File: src/rtl/hack_mux_arb.sv
`default_nettype none
// ============================================================================
// Module   : hack_mux_arb
// Brief    : Registered N-channel valid/ready mux. Fixed-select or round-robin
//            arbitration feeds one output register with full back-pressure.
//            Optional burst lock: define HACK_MUX_ARB_LOCK_EN (adds in_last).
// Revision : 1.0 - initial release
// ============================================================================
module hack_mux_arb #(
    parameter  int WIDTH    = 16,
    parameter  int CHANNELS = 4,
    localparam int SEL_W    = $clog2(CHANNELS)
) (
    input  logic                      clk,
    input  logic                      reset,
    input  logic                      mode,
    input  logic [SEL_W-1:0]          sel,
    input  logic [CHANNELS*WIDTH-1:0] in_data,
    input  logic [CHANNELS-1:0]       in_valid,
`ifdef HACK_MUX_ARB_LOCK_EN
    input  logic [CHANNELS-1:0]       in_last,
`endif
    output logic [CHANNELS-1:0]       in_ready,
    output logic [WIDTH-1:0]          out_data,
    output logic [SEL_W-1:0]          out_sel,
    output logic                      out_valid,
    input  logic                      out_ready
);

    localparam logic [SEL_W:0] C_CHN = (SEL_W+1)'(CHANNELS);

    logic [SEL_W-1:0] ptr_q, ptr_d;
    logic             lock_q, lock_d;
    logic [SEL_W-1:0] lock_ch_q, lock_ch_d;
    logic             lock_rr_q, lock_rr_d;
    logic [WIDTH-1:0] out_data_q, out_data_d;
    logic [SEL_W-1:0] out_sel_q, out_sel_d;
    logic             out_valid_q, out_valid_d;

    logic             w_load;
    logic             w_gnt_vld;
    logic [SEL_W-1:0] w_gnt;
    logic             w_rr_eff;
    logic             w_accept;
    logic             w_last;
    logic [WIDTH-1:0] w_words [CHANNELS];

    for (genvar i = 0; i < CHANNELS; i++) begin : g_words
        assign w_words[i] = in_data[i*WIDTH +: WIDTH];
    end

`ifdef HACK_MUX_ARB_LOCK_EN
    assign w_last = in_last[w_gnt];
`else
    assign w_last = 1'b1;
`endif

    // A held lock overrides both mode and sel until the last beat is taken.
    assign w_rr_eff = lock_q ? lock_rr_q : mode;
    assign w_load   = !out_valid_q || out_ready;
    assign w_accept = w_load && w_gnt_vld;

    always_comb begin : p_grant
        logic [SEL_W:0] idx;
        idx       = '0;
        w_gnt     = '0;
        w_gnt_vld = 1'b0;
        if (lock_q) begin
            w_gnt     = lock_ch_q;
            w_gnt_vld = in_valid[lock_ch_q];
        end else if (!mode) begin
            w_gnt = sel;
            if ({1'b0, sel} < C_CHN) begin
                w_gnt_vld = in_valid[sel];
            end
        end else begin
            // Walk from farthest to nearest so the channel closest to ptr wins.
            for (int k = CHANNELS - 1; k >= 0; k--) begin
                idx = {1'b0, ptr_q} + (SEL_W+1)'(k);
                if (idx >= C_CHN) begin
                    idx = idx - C_CHN;
                end
                if (in_valid[idx[SEL_W-1:0]]) begin
                    w_gnt_vld = 1'b1;
                    w_gnt     = idx[SEL_W-1:0];
                end
            end
        end
    end

    always_comb begin : p_ready
        in_ready = '0;
        if (w_load && w_gnt_vld && !reset) begin
            in_ready[w_gnt] = 1'b1;
        end
    end

    always_comb begin : p_next
        out_data_d  = out_data_q;
        out_sel_d   = out_sel_q;
        out_valid_d = out_valid_q;
        ptr_d       = ptr_q;
        lock_d      = lock_q;
        lock_ch_d   = lock_ch_q;
        lock_rr_d   = lock_rr_q;
        if (w_accept) begin
            out_data_d  = w_words[w_gnt];
            out_sel_d   = w_gnt;
            out_valid_d = 1'b1;
            if (w_rr_eff && w_last) begin
                ptr_d = (({1'b0, w_gnt} + (SEL_W+1)'(1)) == C_CHN) ? '0 : w_gnt + 1'b1;
            end
`ifdef HACK_MUX_ARB_LOCK_EN
            lock_d    = !w_last;
            lock_ch_d = w_gnt;
            lock_rr_d = w_rr_eff;
`endif
        end else if (out_ready) begin
            out_valid_d = 1'b0;
        end
    end

    always_ff @(posedge clk or posedge reset) begin
        if (reset) begin
            out_data_q  <= '0;
            out_sel_q   <= '0;
            out_valid_q <= 1'b0;
            ptr_q       <= '0;
            lock_q      <= 1'b0;
            lock_ch_q   <= '0;
            lock_rr_q   <= 1'b0;
        end else begin
            out_data_q  <= out_data_d;
            out_sel_q   <= out_sel_d;
            out_valid_q <= out_valid_d;
            ptr_q       <= ptr_d;
            lock_q      <= lock_d;
            lock_ch_q   <= lock_ch_d;
            lock_rr_q   <= lock_rr_d;
        end
    end

    assign out_data  = out_data_q;
    assign out_sel   = out_sel_q;
    assign out_valid = out_valid_q;

endmodule
`default_nettype wire

File: config.mk
export PLATFORM = sky130hd
export DESIGN_NAME = hack_mux_arb
export DESIGN_NICKNAME = d
export VERILOG_FILES = /design/src/rtl/hack_mux_arb.sv
export SDC_FILE = /design/constraint.sdc
export NUM_CORES = 1
export LEC_CHECK = 0
export CAP_MARGIN = 20
export CORE_MARGIN = 2
export CORE_UTILIZATION = 35
export CTS_BUF_LIST = sky130_fd_sc_hd__clkbuf_16
export CTS_CLUSTER_DIAMETER = 30
export DETAILED_ROUTE_END_ITERATION = 8
export PLACE_DENSITY = 0.77
export SYNTH_ARGS = -nofsm -noshare
export SYNTH_HDL_FRONTEND = slang
export SYNTH_SLANG_ARGS = --single-unit
File: constraint.sdc
create_clock -name clk -period 3.08 [get_ports clk]
set_input_delay 0.924 -clock clk [delete_from_list [all_inputs] [get_ports clk]]
set_output_delay 0.924 -clock clk [all_outputs]
set_load 0.02 [all_outputs]
==> run_results.csv, run 1 <==
group,metric,value,unit
run_status,violations,"negative setup slack",
power_and_ir_drop,powerDensity,560.2,nW/um2
sta,whs,481.4,ps
die,fp-row-count,25,
synthesis,yosysUniqueCellTypes,46,
worst_setup_path,max_stage_delay,330,ps
worst_setup_path,crit_fanout,5,
cells_and_area,drive_gt1_share,25.54,%
sta,finClkSkew,5.922,ps
sta,setup_viol,4,
job,drv_cap,0,
worst_setup_path,timing_worst_setup_path_type,"input port to output port",
synthesis,synthMuxAreaShare,6.985,%
hold_path,hp-class,"register to register",
sta,rsz0062_at_grt,"true",
clock_network,cts_inserted_buffers,3,
global_routing,grt_pass1_wl,9873,um
die,die_h,74.82,um
die,die_area,5598,um2
synthesis,synthArstFlopShare,100.0,%
drt,ant_nets,0,
synthesis,yosys_warnings,0,
synthesis,synth_nets,273,
sta,final_hold_viol_count,0,
synthesis,synthAdderAreaFrac,0.7128,%
cells_and_area,fin_util,66.90,%
synthesis,synthFlopType,"dfrtp_1",
cells_and_area,layout.cells.most_common_list,"clkdlybuf4s50_1, buf_4, a21boi_0, a211oi_1, dfrtp_1",
sta,maxSlewHeadroom,71.42,%
placed_design,port_buffers,96,
cells_and_area,diodes,0,
synthesis,yosys.area_share.simple,13.61,%
drt,wl,6689,um
worst_setup_path,startpoint_type,"input port",
drt,routedWlPerCell,17.06,um
cells_and_area,multi_input_area,1174,um2
drt,num_vias,2149,
drt,drt-pass1-iter-count,5,
worst_setup_path,critPathArrivalTime,2230,ps
sta,period_share,102.4,%
synthesis,synth_top_family_by_area,"compound AO/OA/AOI/OAI gates",
run_status,status,"finished, violations left",
global_routing,grt_pass1_vias,2092,
die,start_util,36.68,%
worst_setup_path,worst_ep_required_time,2160,ps
drt,viasPerCell,5.482,
worst_setup_path,crit_chain,"buf_2 -> o31a_1 -> o211a_4 -> nor2_4 -> inv_4 -> ha_4 -> and3_4 -> buf_6",
placed_design,hpwl,4712,um
synthesis,avgSynthCellArea,8.866,um2
synthesis,synth_edf_count,0,
sta,worst_slew_pin_slew,428.6,ps
cells_and_area,layout_commonest_cell,"clkdlybuf4s50_1",
sta,fin_ws,-74.08,ps
power_and_ir_drop,finalPower,0.001794,W
clock_network,clock_sinks,21,
clock_network,hold_buffers,0,
clock_network,clk_pin_slew,60,ps
synthesis,syn-instance-count,198,
power_and_ir_drop,ir_drop,0.3535,mV
cells_and_area,num-nets-final,401,
synthesis,synth-xor-area-share,0,%
synthesis,synth-seq-cells,21,
clock_network,cts_tree,"done",
clock_network,clock-root-buffer,"clkbuf_16",
worst_setup_path,crit_family,"compound AO/OA/AOI/OAI gates",
clock_network,insertion_delay,260,ps
die,design.core.area,4786,um2
clock_network,clockBufferDepth,2,
clock_network,htree_levels,1,
die,die-width,74.82,um
die,io_pins,97,
cells_and_area,post-route-cell-area,3202,um2
drt,drtIter0Drc,85,
global_routing,grt_max_degree,22,
global_routing,grt_usage,22.83,%
power_and_ir_drop,p_leak,1.298,nW
global_routing,antenna_found_initial,0,
sta,slew_viol_final,0,
cells_and_area,fill_cells,393,
worst_setup_path,cp.buffers_inverters,3,
cells_and_area,areaGrowthSynthToFinish,82.39,%
sta,fin_crit,3154,ps
drt,drc,0,
global_routing,gr-total-overflow,0,
placed_design,placed_area,2959,um2
sta,fmax,317.1,MHz
cells_and_area,register_area,525.5,um2
placed_design,gp_congestion,0.8195,
worst_setup_path,cp-end-kind,"output port",
synthesis,netlist_area,1755,um2
synthesis,synth.yosys.seq_area_share,29.94,%
synthesis,synth_compound_area_share,40.06,%
worst_setup_path,critPathSlowestCell,"o31a_1",
## cells in the mapped netlist, drive strengths merged, types with 2 or more instances
| cell type | count | area [um2] |
|---|---|---|
| or2 | 2 | 12.51 |
| a21oi | 3 | 18.77 |
| o21ai | 5 | 25.02 |
| nand2 | 16 | 60.06 |
| nor4 | 3 | 18.77 |
| nand2b | 4 | 25.02 |
| mux2i | 10 | 100.1 |
| mux2 | 2 | 22.52 |
| inv | 5 | 18.77 |
| and3 | 2 | 12.51 |
| a211oi | 23 | 177.7 |
| nor2 | 15 | 63.81 |
| o22ai | 12 | 75.07 |
| a21boi | 23 | 172.7 |
| dlygate4sd1 | 4 | 35.03 |
| o221ai | 4 | 35.03 |
| a221oi | 11 | 96.34 |
| nor2b | 2 | 12.51 |
| o221a | 2 | 22.52 |
| dfrtp | 21 | 525.5 |
| clkbuf | 6 | 22.52 |
| buf | 6 | 53.79 |
## final cells by class
class	instances	share of cell area [%]
timing repair buffer	141	41.15
multi-input combinational	154	36.66
sequential	21	16.41
tap	67	2.618
clock buffer	3	2.345
inverter	5	0.6643
clock inverter	1	0.1563
## layer usage
| metal | up-vias | part of all wire [%] | track usage (%) |
|---|---|---|---|
| met5 | - | 0 | 0 |
| met4 | 0 | 1.4 | 4.365 |
| met3 | 14 | 6.7 | 3.882 |
| met2 | 85 | 51 | 39.96 |
| met1 | 1022 | 41 | 29.77 |
| li1 | 1028 | - | - |
## sequential cells by signal, indices dropped and copies added, names as in the netlist
signal,count
out_data,16
out_sel,2
ptr_q,2
out_valid,1
## per-stage QoR
stage,setup TNS (ps),instances,worst slack [ps]
after floorplan,-35.41,198,-29.94
after global placement,-5903,376,-1051
after detailed placement,-6817,376,-1102
final,-107.5,392,-74.08
after global routing,-335.0,392,-107.0
after CTS,-58.81,386,-39.18
## report_power, final
| group | switching [W] | internal (W) | leakage, nW | total (W) |
|---|---|---|---|---|
| clock network | 0.000118 | 0.000175 | 0.0409 | 0.000293 |
| registers | 0.0000648 | 0.000373 | 0.240 | 0.000438 |
| logic | 0.000521 | 0.000542 | 1.02 | 0.00106 |
| total | 0.000704 | 0.00109 | 1.30 | 0.00179 |
## worst reg2reg max path, stage by stage, from the launching register on
cell and delay [ps]:
dfrtp_1 470, nand2b_4 180, a211o_1 330, o211a_4 160, nor2_4 150, buf_6 140, buf_4 110, buf_4 230
mux2_1 360, o221a_2 250
## cells by family (layout without fill, tap and decap cells)
family                   after synthesis  after routing
AO/OA/AOI/OAI                         92             92
flip-flops                            21             21
AND/OR/NAND/NOR                       49             49
adder cells (fa/ha/maj)                1              1
multiplexers                          12             12
buffers and inverters                 23            150
## repair_timing
item | CTS | global route
buffers inserted | 6 | 6
pin swaps | 6 | 8
gates resized for setup | 59 | 11
endpoints found under the setup margin | 4 | 4
## worst paths after layout
kind	depth (start not counted)	slack [ps]	to	startpoint
worst min-delay path	2	480	out_sel[1]$_DFFE_PP0P_	out_sel[1]$_DFFE_PP0P_
worst max register to register	9	600	out_data[6]$_DFFE_PP0P_	ptr_q[1]$_DFFE_PP0P_
max in group asynchronous	3	1550	out_data[12]$_DFFE_PP0P_	reset
min in group asynchronous	3	1280	out_valid$_DFFE_PP0P_	reset
worst min register to register	2	480	out_sel[1]$_DFFE_PP0P_	out_sel[1]$_DFFE_PP0P_
worst max-delay path	8	-70	in_ready[3]	in_valid[3]
(Power assumes the default switching activity.)
==> inputs of run 2 (changes only) <==
- ABC_AREA: not set -> 1
- CORE_UTILIZATION: 35 -> 37
- PLACE_DENSITY: 0.77 -> 0.78
==> run_results.csv, run 2 <==
group,metric,value,unit
clock_network,cts_inserted_buffers,3,
hold_path,hp-class,"register to register",
sta,slew_viol_final,0,
worst_setup_path,critPathArrivalTime,2180,ps
synthesis,synth_edf_count,0,
power_and_ir_drop,finalPower,0.002711,W
placed_design,hpwl,4723,um
global_routing,grt_pass1_vias,2613,
synthesis,synthFlopType,"dfrtp_1",
drt,highest_layer,"met4",
cells_and_area,diodes,0,
worst_setup_path,worstRegToRegCells,18,
cells_and_area,drive_gt1_share,28.78,%
worst_setup_path,crit_family,"simple AND/OR/NAND/NOR gates",
sta,fin_crit,3101,ps
clock_network,clock-root-buffer,"clkbuf_16",
power_and_ir_drop,internal-power,0.001451,W
clock_network,clock_sinks,21,
die,fp-row-count,26,
cells_and_area,fill_cells,387,
cells_and_area,largest_register_ffs,16,
power_and_ir_drop,swShare,46.47,%
die,die-width,75.98,um
sta,whs,473.6,ps
worst_setup_path,crit_chain,"buf_6 -> nand2_4 -> nand2_4 -> nand2_4 -> nand2_2 -> nand2_2 -> nand2_2 -> a21oi_2 -> nand2_2 -> nand2_4 -> ha_4 -> inv_2 -> nor2_2 -> buf_6",
global_routing,gr-total-overflow,0,
drt,wl,7559,um
cells_and_area,layoutNonFillerInstCount,539,
drt,wl_met3,657,um
hold_path,min_to,"out_data[6]$_DFFE_PP0P_",
synthesis,yosys-top-cells-count,"nand2_1, inv_1, nand3_1",
die,die_h,75.98,um
sta,worst_slew_pin_slew,358.8,ps
synthesis,synth.yosys.seq_area_share,27.42,%
drt,drc,0,
clock_network,cts_tree,"done",
drt,viasPerCell,4.933,
cells_and_area,num-nets-final,545,
global_routing,antenna_found_initial,0,
drt,routedWlPerCell,14.02,um
sta,final_hold_viol_count,0,
job,drv_cap,0,
cells_and_area,layout.cells.most_common_list,"nand2_1, clkdlybuf4s50_1, inv_1, buf_4, nand3_1",
sta,finClkSkew,5.660,ps
sta,fin_ws,-21.37,ps
worst_setup_path,crit_fanout,5,
power_and_ir_drop,powerDensity,750.9,nW/um2
sta,maxSlewHeadroom,76.08,%
worst_setup_path,critPathSlowestCell,"ha_4",
drt,m1WireLength,2921,um
cells_and_area,multi_input_area,1235,um2
worst_setup_path,timing_worst_setup_path_type,"input port to output port",
placed_design,gp_congestion,0.9420,
synthesis,syn-instance-count,325,
die,design.core.area,5042,um2
worst_setup_path,cp.buffers_inverters,3,
cells_and_area,layout_commonest_cell,"nand2_1",
worst_setup_path,r2r_slack,170,ps
hold_path,min_from,"out_data[6]$_DFFE_PP0P_",
sta,period_share,100.7,%
drt,drt-pass1-iter-count,4,
die,start_util,38.01,%
die,io_pins,97,
synthesis,yosysTopAreaCell,"dfrtp_1",
clock_network,clk_pin_slew,60,ps
drt,met2WireLength,3715,um
sta,fmax,322.4,MHz
worst_setup_path,max_stage_delay,140,ps
global_routing,grt_usage,23.98,%
global_routing,grt_max_degree,29,
synthesis,synthArstFlopShare,100.0,%
die,die_area,5772,um2
power_and_ir_drop,ir_drop,0.3076,mV
synthesis,yosys_warnings,0,
worst_setup_path,worst_ep_required_time,2160,ps
run_status,status,"finished, violations left",
synthesis,yosysTopAreaCellShare,27.42,%
hold_path,whs_path_depth,2,
power_and_ir_drop,comb_power_share,71.1,%
cells_and_area,register_area,526.8,um2
drt,ant_nets,0,
synthesis,yosysMostFrequentCell,"nand2_1",
clock_network,htree_levels,1,
worst_setup_path,startpoint_type,"input port",
sta,setup_viol,2,
synthesis,avgSynthCellArea,5.898,um2
drt,drtIter0Drc,157,
synthesis,yosysUniqueCellTypes,22,
synthesis,synth-seq-cells,21,
power_and_ir_drop,p_switching,0.001260,W
drt,num_vias,2659,
synthesis,yosys-top-cells-area,"dfrtp_1, nand2_1, nand3_1",
global_routing,grt_pass1_wl,11520,um
clock_network,clockBufferDepth,2,
placed_design,place_ws,-928.8,ps
synthesis,synth_nets,400,
power_and_ir_drop,p_leak,1.967,nW
power_and_ir_drop,sequentialPowerShare,18.7,%
cells_and_area,fin_util,71.59,%
placed_design,placed_cells,496,
run_status,violations,"negative setup slack",
worst_setup_path,r2r_start,"ptr_q[0]$_DFFE_PP0P_",
synthesis,netlist_area,1917,um2
worst_setup_path,worstReg2RegEnd,"out_data[4]$_DFFE_PP0P_",
power_and_ir_drop,p_clk_share,10.3,%
cells_and_area,areaGrowthSynthToFinish,88.32,%
clock_network,insertion_delay,250,ps
placed_design,port_buffers,96,
worst_setup_path,cp-end-kind,"output port",
## run 2: cell count changes in the layout (fill, tap and decap cells not counted), sizes merged, moves of 9 or more
cell	before	now
nand2	16	130
inv	5	69
nor2	15	6
a221oi	11	0
nand3	0	58
buf	53	69
a211oi	23	0
mux2i	10	0
o22ai	12	0
a21boi	23	0
## run 2: final cells by class
| cell class | count | share of cell area (%) |
|---|---|---|
| multi-input cells | 219 | 34.21 |
| inverters | 69 | 7.383 |
| repair buffers | 156 | 39.17 |
| clock inverters | 1 | 0.1386 |
| well taps | 70 | 2.426 |
| clock buffers | 3 | 2.080 |
| flip-flops and latches | 21 | 14.59 |
## run 2: tightest hold or removal path: cells and delay by family (launching register included)
family	cells	cell delay (ps)
flops	1	340
simple gates	2	100
## run 2: per-layer routing
layer,GRT usage [%],vias to the layer above
met4,7.091,0
met2,43.57,144
met1,28.10,1212
met5,0,-
met3,5.569,28
li1,-,1275
## run 2: logic make-up after synthesis
logic type | share of synthesized area (%)
compound gates | 4.765
fa+ha+maj | 0.6526
buf+inv | 19.26
flops | 27.41
simple gates | 47.91
## run 2: how the worst max path moves through the flow
stage / cells past startpoint / slack, ps / end / startpoint
finish: 14 / -20 / in_ready[3] / in_valid[0]
global route: 15 / -80 / in_ready[3] / in_valid[0]
floorplan: 13 / 40 / in_ready[3] / in_valid[1]
detailed placement: 12 / -930 / in_ready[1] / in_valid[3]
CTS: 13 / -8 / in_ready[1] / in_valid[2]
global placement: 11 / -870 / in_ready[1] / mode
## run 2: repair_timing
action                                  CTS  global route
hold buffers                              0             0
setup buffers                            32             7
endpoints found under the setup margin    4             9
pin swaps                                22            25
gates resized for setup                  69            48
## run 2: metrics by stage
| step | TNS [ps] | cell area (um2) |
|---|---|---|
| 3_3_place_gp | -3318 | 3033 |
| 4_1_cts | -7.822 | 3420 |
| 6_report | -26.44 | 3610 |
| 3_5_place_dp | -3589 | 3033 |
| 2_1_floorplan | 0 | 1934 |
| 5_1_grt | -281.6 | 3610 |
## run 2: power groups by stage
stage	Combinational (W)	Clock, W	Sequential, W
floorplan	0.000799	0	0.000631
global placement	0.00145	0	0.000500
detailed placement	0.00148	0	0.000501
CTS	0.00166	0.000283	0.000503
global route	0.00209	0.000296	0.000523
finish	0.00193	0.000278	0.000506
==> variant 1 (settings of run 2) <==
The parameter `CHANNELS` goes from 4 to 2.
--- a/src/rtl/hack_mux_arb.sv
+++ b/src/rtl/hack_mux_arb.sv
@@ -9,5 +9,5 @@
 module hack_mux_arb #(
     parameter  int WIDTH    = 16,
-    parameter  int CHANNELS = 4,
+    parameter  int CHANNELS = 2,
     localparam int SEL_W    = $clog2(CHANNELS)
 ) (
Ports: changed (5 resized); port bits go from 97 to 59. The function was not compared with the original's and may differ.
==> variant 1 against run 2 <==
- count of clock-buffer cells in the layout did not move
- register-to-register slack better by 1700 ps
- synthesized area shrank 44%
- wire length shrank 62%
- core utilization is 7.1 points lower
- power is 65% lower
- design area decreased by 51%
- critical path depth down 8
- sequential cell count is 2 lower
- worst setup slack gained 170 ps
- critical path type unchanged
- largest cell class unchanged
- highest routed layer is now met3
==> variant 1: results (changes against run 2) <==
{| class="wikitable"
! Metric !! Value
|-
| Run status || complete, no violations (was complete, but fails checks)
|-
| NumNets Final || 252 (was 545)
|-
| Total track usage || 18.57% (was 23.98%)
|-
| Launching point of the worst reg2reg path || out_valid (was ptr_q[0])
|-
| Half-perimeter wire length after detailed placement || 2197 um (was 4723 um)
|-
| Slew of the pin with the lowest slew margin || 748.4 ps (was 358.8 ps)
|-
| Number of buffer cells added on primary ports || 58 (was 96)
|-
| Number of nets in the synthesized netlist || 186 (was 400)
|-
| Fraction of layout instances using a drive strength above 1 || 12.26% (was 28.78%)
|-
| Capture endpoint of the worst hold path || out_data[2] (was out_data[6])
|-
| Area after DPL || 1703 um2 (was 3033 um2)
|-
| Cell count after placement || 239 (was 496)
|-
| Number of DRC markers after the initial detailed-route iteration || 38 (was 157)
|-
| Worst supply voltage drop on vdd || 300.8 uV (was 307.6 uV)
|-
| Cells after synthesis || 147 (was 325)
|-
| Endpoint arrival time on the critical path || 2010 ps (was 2180 ps)
|-
| First-pass detailed-route iteration total || 5 (was 4)
|-
| Register area share after synthesis || 44.39% (was 27.42%)
|-
| Largest net degree at the start of global routing || 21 (was 29)
|-
| Worst slack, placed || -392.8 ps (was -928.8 ps)
|-
| Routed WL per cell || 11.86 um (was 14.02 um)
|-
| FF-to-FF path depth || 6 (was 18)
|-
| Internal reg-to-reg setup slack || 1900 ps (was 170 ps)
|-
| Leakage power figure || 0.0009265 uW (was 0.001967 uW)
|-
| Clock tree skew after final layout || 2.527 ps (was 5.660 ps)
|-
| Number of global-route vias before repair || 1,103 (was 2,613)
|-
| Global-route wire length before repair || 4899 um (was 11,520 um)
|-
| Layout fillers || 249 (was 387)
|-
| Unique cell type count in the Yosys netlist || 16 (was 22)
|-
| Start point of the worst min-delay path || out_data[2] (was out_data[6])
|-
| DR vias/cell || 4.695 (was 4.933)
|-
| Final weighted congestion of routability-driven global placement || 0.7626 (was 0.9420)
|-
| Top post-synthesis cells by count || 87 x sky130_fd_sc_hd__nand2_1, 19 x sky130_fd_sc_hd__dfrtp_1, 17 x sky130_fd_sc_hd__nand3_1, 4 x sky130_fd_sc_hd__inv_1, 4 x sky130_fd_sc_hd__nand2_4 (was 126 x sky130_fd_sc_hd__nand2_1, 64 x sky130_fd_sc_hd__inv_1, 48 x sky130_fd_sc_hd__nand3_1, 21 x sky130_fd_sc_hd__dfrtp_1, 10 x sky130_fd_sc_hd__nand3_2)
|-
| Routed wire length || 2881 um (was 7559 um)
|-
| Capture instance of the worst register-to-register path || out_data[11] (was out_data[4])
|-
| Worst Path Max Fanout || 3 (was 5)
|}
==> variant 1: final cells by class <==
cell class                 count  area (um2)  share of cell area (%)
tap                           31       38.79                   2.180
clock inverter                 1       3.754                  0.2110
clock buffer                   3       75.07                   4.219
sequential                    19       475.5                   26.72
inverter                       7       31.28                   1.758
timing repair buffer          67       645.6                   36.29
multi-input combinational    115       509.2                   28.62
==> variant 1: per-stage QoR <==
stage | power [uW] | hold WS (ps)
final | 940.3 | 476.4
after global routing | 1000 | 508.5
after CTS | 949.9 | 479.1
after detailed placement | 690.3 | 466.8
after global placement | 683.1 | 455.1
after floorplan | 512.3 | 441.8
==> variant 1: worst max-delay path, cell delays in order <==
cell and delay, ps:
sky130_fd_sc_hd__clkdlybuf4s50_1 520, sky130_fd_sc_hd__o21ai_0 120, sky130_fd_sc_hd__nand2_2 110, sky130_fd_sc_hd__nand2_4 70, sky130_fd_sc_hd__nor3_2 110, sky130_fd_sc_hd__buf_4 160
==> variant 1: power breakdown <==
group          internal [uW]  switching (uW)  leakage [uW]
clock                    172            83.8     0.0000423
sequential               300            27.6      0.000234
combinational            175             181      0.000650
==> variant 1: worst max-delay path by stage <==
stage | endpoint | slack (ps) | start | cells after the start
after floorplan | in_ready[1] | 440 | in_valid[0] | 6
after global placement | in_ready[1] | -380 | mode | 8
after detailed placement | in_ready[0] | -390 | mode | 8
after CTS | in_ready[1] | 50 | mode | 8
after global routing | in_ready[1] | 40 | sel | 6
final | in_ready[0] | 140 | sel | 6
==> variant 1: repair_timing <==
item	in CTS	in global routing
cloned	0	0
endpoints found under the hold margin	0	0
setup buffers	0	0
endpoints found under the setup margin	2	2
pin swaps	0	0
resized for setup	8	3
==> variant 1: metal layers <==
metal / GRT usage, % / share of wire (%) / vias up / routed length (um)
li1: - / - / 585 / -
met1: 23.18 / 42 / 513 / 1222
met2: 32.63 / 48 / 43 / 1394
met3: 5.134 / 9.2 / 0 / 264
met4: 2.990 / 0 / 0 / 0
met5: 0 / 0 / - / 0
==> variant 1: cells by family (layout without fill, tap and decap cells) <==
logic type      after synthesis  count (layout)  synth area share, %
compound gates                2               2                1.285
buf+inv                      13              78                8.060
flops                        19              19                44.39
simple gates                113             113                46.26
==> variant 2 (settings of run 2) <==
Made on the original files. Reset style: synchronous (`reset`), changed in one clocked block.
--- a/src/rtl/hack_mux_arb.sv
+++ b/src/rtl/hack_mux_arb.sv
@@ -121,5 +121,5 @@
     end
 
-    always_ff @(posedge clk or posedge reset) begin
+    always_ff @(posedge clk) begin
         if (reset) begin
             out_data_q  <= '0;
Formal check against the unedited RTL: differs if reset is asserted again (counterexample within 4 cycles, from zero or initial values and one cycle with reset high); with reset held inactive, the same outputs for 10 cycles.
==> variant 2 against run 2 <==
- wire length shrank 25%
- worst setup slack gained 41 ps
- synthesized area shrank 19%
- design area shrank 19%
- fmax grew 1.3%
- sequential cell count is the same
- highest routed layer unchanged
Power is not compared: it rests on default switching activity, and its combinational part moved more than twofold at a synthesized area within 25%.
==> variant 2: results (changes against run 2) <==
{| class="wikitable"
! Metric !! Value
|-
| Number of DRC markers after the initial detailed-route iteration || 141 (was 157)
|-
| NumNets Final || 445 (was 545)
|-
| Critical Path Max Stage Delay || 190 ps (was 140 ps)
|-
| Register area share after synthesis || 27.16% (was 27.42%)
|-
| Global-route wire length before repair || 8390 um (was 11,520 um)
|-
| Layout fillers || 334 (was 387)
|-
| Post-synth top flop || sky130_fd_sc_hd__dfxtp_1 (was sky130_fd_sc_hd__dfrtp_1)
|-
| Unique cell type count in the Yosys netlist || 24 (was 22)
|-
| Slowest cell on crit path || sky130_fd_sc_hd__nor2_2 (was sky130_fd_sc_hd__ha_4)
|-
| Final weighted congestion of routability-driven global placement || 0.8939 (was 0.9420)
|-
| Internal reg-to-reg setup slack || 970 ps (was 170 ps)
|-
| Antenna violations before repair || 0 (unchanged)
|-
| Run status || complete, no violations (was complete, but fails checks)
|-
| Worst Path Max Fanout || 6 (was 5)
|-
| Fraction of layout instances using a drive strength above 1 || 21.68% (was 28.78%)
|-
| P_int || 793.2 uW
|-
| DR vias/cell || 5.081 (was 4.933)
|-
| Biggest area contributors in the synthesized netlist || sky130_fd_sc_hd__nand3_1 29%, sky130_fd_sc_hd__dfxtp_1 27%, sky130_fd_sc_hd__nand2_1 22% (was sky130_fd_sc_hd__dfrtp_1 27%, sky130_fd_sc_hd__nand2_1 25%, sky130_fd_sc_hd__nand3_1 13%)
|-
| Number of global-route vias before repair || 1,838 (was 2,613)
|-
| Largest net degree at the start of global routing || 34 (was 29)
|-
| FF-to-FF path depth || 13 (was 18)
|-
| DR DRC count || 0 (unchanged)
|-
| Total track usage || 23.22% (was 23.98%)
|-
| Critical path origin || in_valid[2] (was in_valid[0])
|-
| Start point of the worst min-delay path || out_data[11] (was out_data[6])
|-
| Clock tree skew after final layout || 1.238 ps (was 5.660 ps)
|-
| Top post-synthesis cells by count || 90 x sky130_fd_sc_hd__nand2_1, 89 x sky130_fd_sc_hd__nand3_1, 21 x sky130_fd_sc_hd__dfxtp_1, 11 x sky130_fd_sc_hd__inv_1, 7 x sky130_fd_sc_hd__nor2_1 (was 126 x sky130_fd_sc_hd__nand2_1, 64 x sky130_fd_sc_hd__inv_1, 48 x sky130_fd_sc_hd__nand3_1, 21 x sky130_fd_sc_hd__dfrtp_1, 10 x sky130_fd_sc_hd__nand3_2)
|-
| Max reg flops || 16 (unchanged)
|-
| Launching point of the worst reg2reg path || ptr_q[0] (unchanged)
|-
| Setup CP Type || in2out (unchanged)
|-
| FFs w/ async S/R, synth || 0% (was 100.0%)
|-
| Worst slew margin relative to its limit || 75.28% (was 76.08%)
|-
| Capture instance of the worst register-to-register path || out_data[6] (was out_data[4])
|-
| Routed wire length || 5702 um (was 7559 um)
|-
| Half-perimeter wire length after detailed placement || 3813 um (was 4723 um)
|}
-- variant 2: cell types whose count changed after synthesis, moves of 2 or more --
cell,change
sky130_fd_sc_hd__dfrtp_1,-21
sky130_fd_sc_hd__dfxtp_1,+21
sky130_fd_sc_hd__inv_1,-53
sky130_fd_sc_hd__nand2_1,-36
sky130_fd_sc_hd__nand2_2,-2
sky130_fd_sc_hd__nand3_1,+41
sky130_fd_sc_hd__nand3_2,-10
sky130_fd_sc_hd__nand3b_1,-4
sky130_fd_sc_hd__o211ai_1,-4
sky130_fd_sc_hd__o21ai_0,+2
-- variant 2: layer usage --
metal  part of all wire [%]  up-vias  wire length [um]  GRT usage, %
li1                       -     1091                 -             -
met1                     40      947              2297         28.33
met2                     51       85              2892         39.66
met3                    8.0        6               455         6.818
met4                    1.0        0                57         6.000
met5                      0        -                 0             0
-- variant 2: cells by family after synthesis --
kind of cell	synth area share [%]
AO/OA/AOI/OAI	4.689
XOR/XNOR	0.5660
adder cells (fa/ha/maj)	0.8083
buffers and inverters	10.35
flip-flops	27.16
AND/OR/NAND/NOR	56.43
-- variant 2: tightest hold or removal path: stages, from the launching register on --
cell and delay (ps):
sky130_fd_sc_hd__dfxtp_1 310, sky130_fd_sc_hd__nand2_1 60, sky130_fd_sc_hd__nand2_1 40
-- variant 2: per-stage QoR --
step                      area [um2]  setup WS, ps  instances
final                           2909         19.64        419
after global routing            2909        -64.37        419
after CTS                       2811         4.312        416
after detailed placement        2601        -922.7        409
after global placement          2601        -892.6        409
after floorplan                 1558        -144.0        262
-- variant 2: worst min path at each step --
stage | end | slack, ps | cells past startpoint
after detailed placement | out_data[10] | 440 | 2
final | out_data[11] | 450 | 2
after global routing | out_data[5] | 470 | 2
after floorplan | ptr_q[1] | 520 | 2
after global placement | out_data[1] | 440 | 2
after CTS | out_data[10] | 450 | 2
-- variant 2: final cells by class --
class,instances,area [um2],area share [%]
multi-input combinational,210,1154,39.66
timing repair buffer,118,1125,38.67
sequential,21,421.7,14.49
clock buffer,3,75.07,2.581
inverter,16,67.56,2.323
tap,50,62.56,2.151
clock inverter,1,3.754,0.1290
-- variant 2: power by group through the flow --
stage               clock network (uW)  logic [uW]  registers, uW
floorplan                            0         276            393
global placement                     0         558            346
finish                             274         641            348
detailed placement                   0         563            347
CTS                                278         606            345
global route                       290         697            354
-- variant 2: repair_timing --
action / 4_1_cts / 5_1_grt
resized for setup: 80 / 23
endpoints found under the setup margin: 4 / 4
setup buffers: 3 / 3
pin swaps: 19 / 17
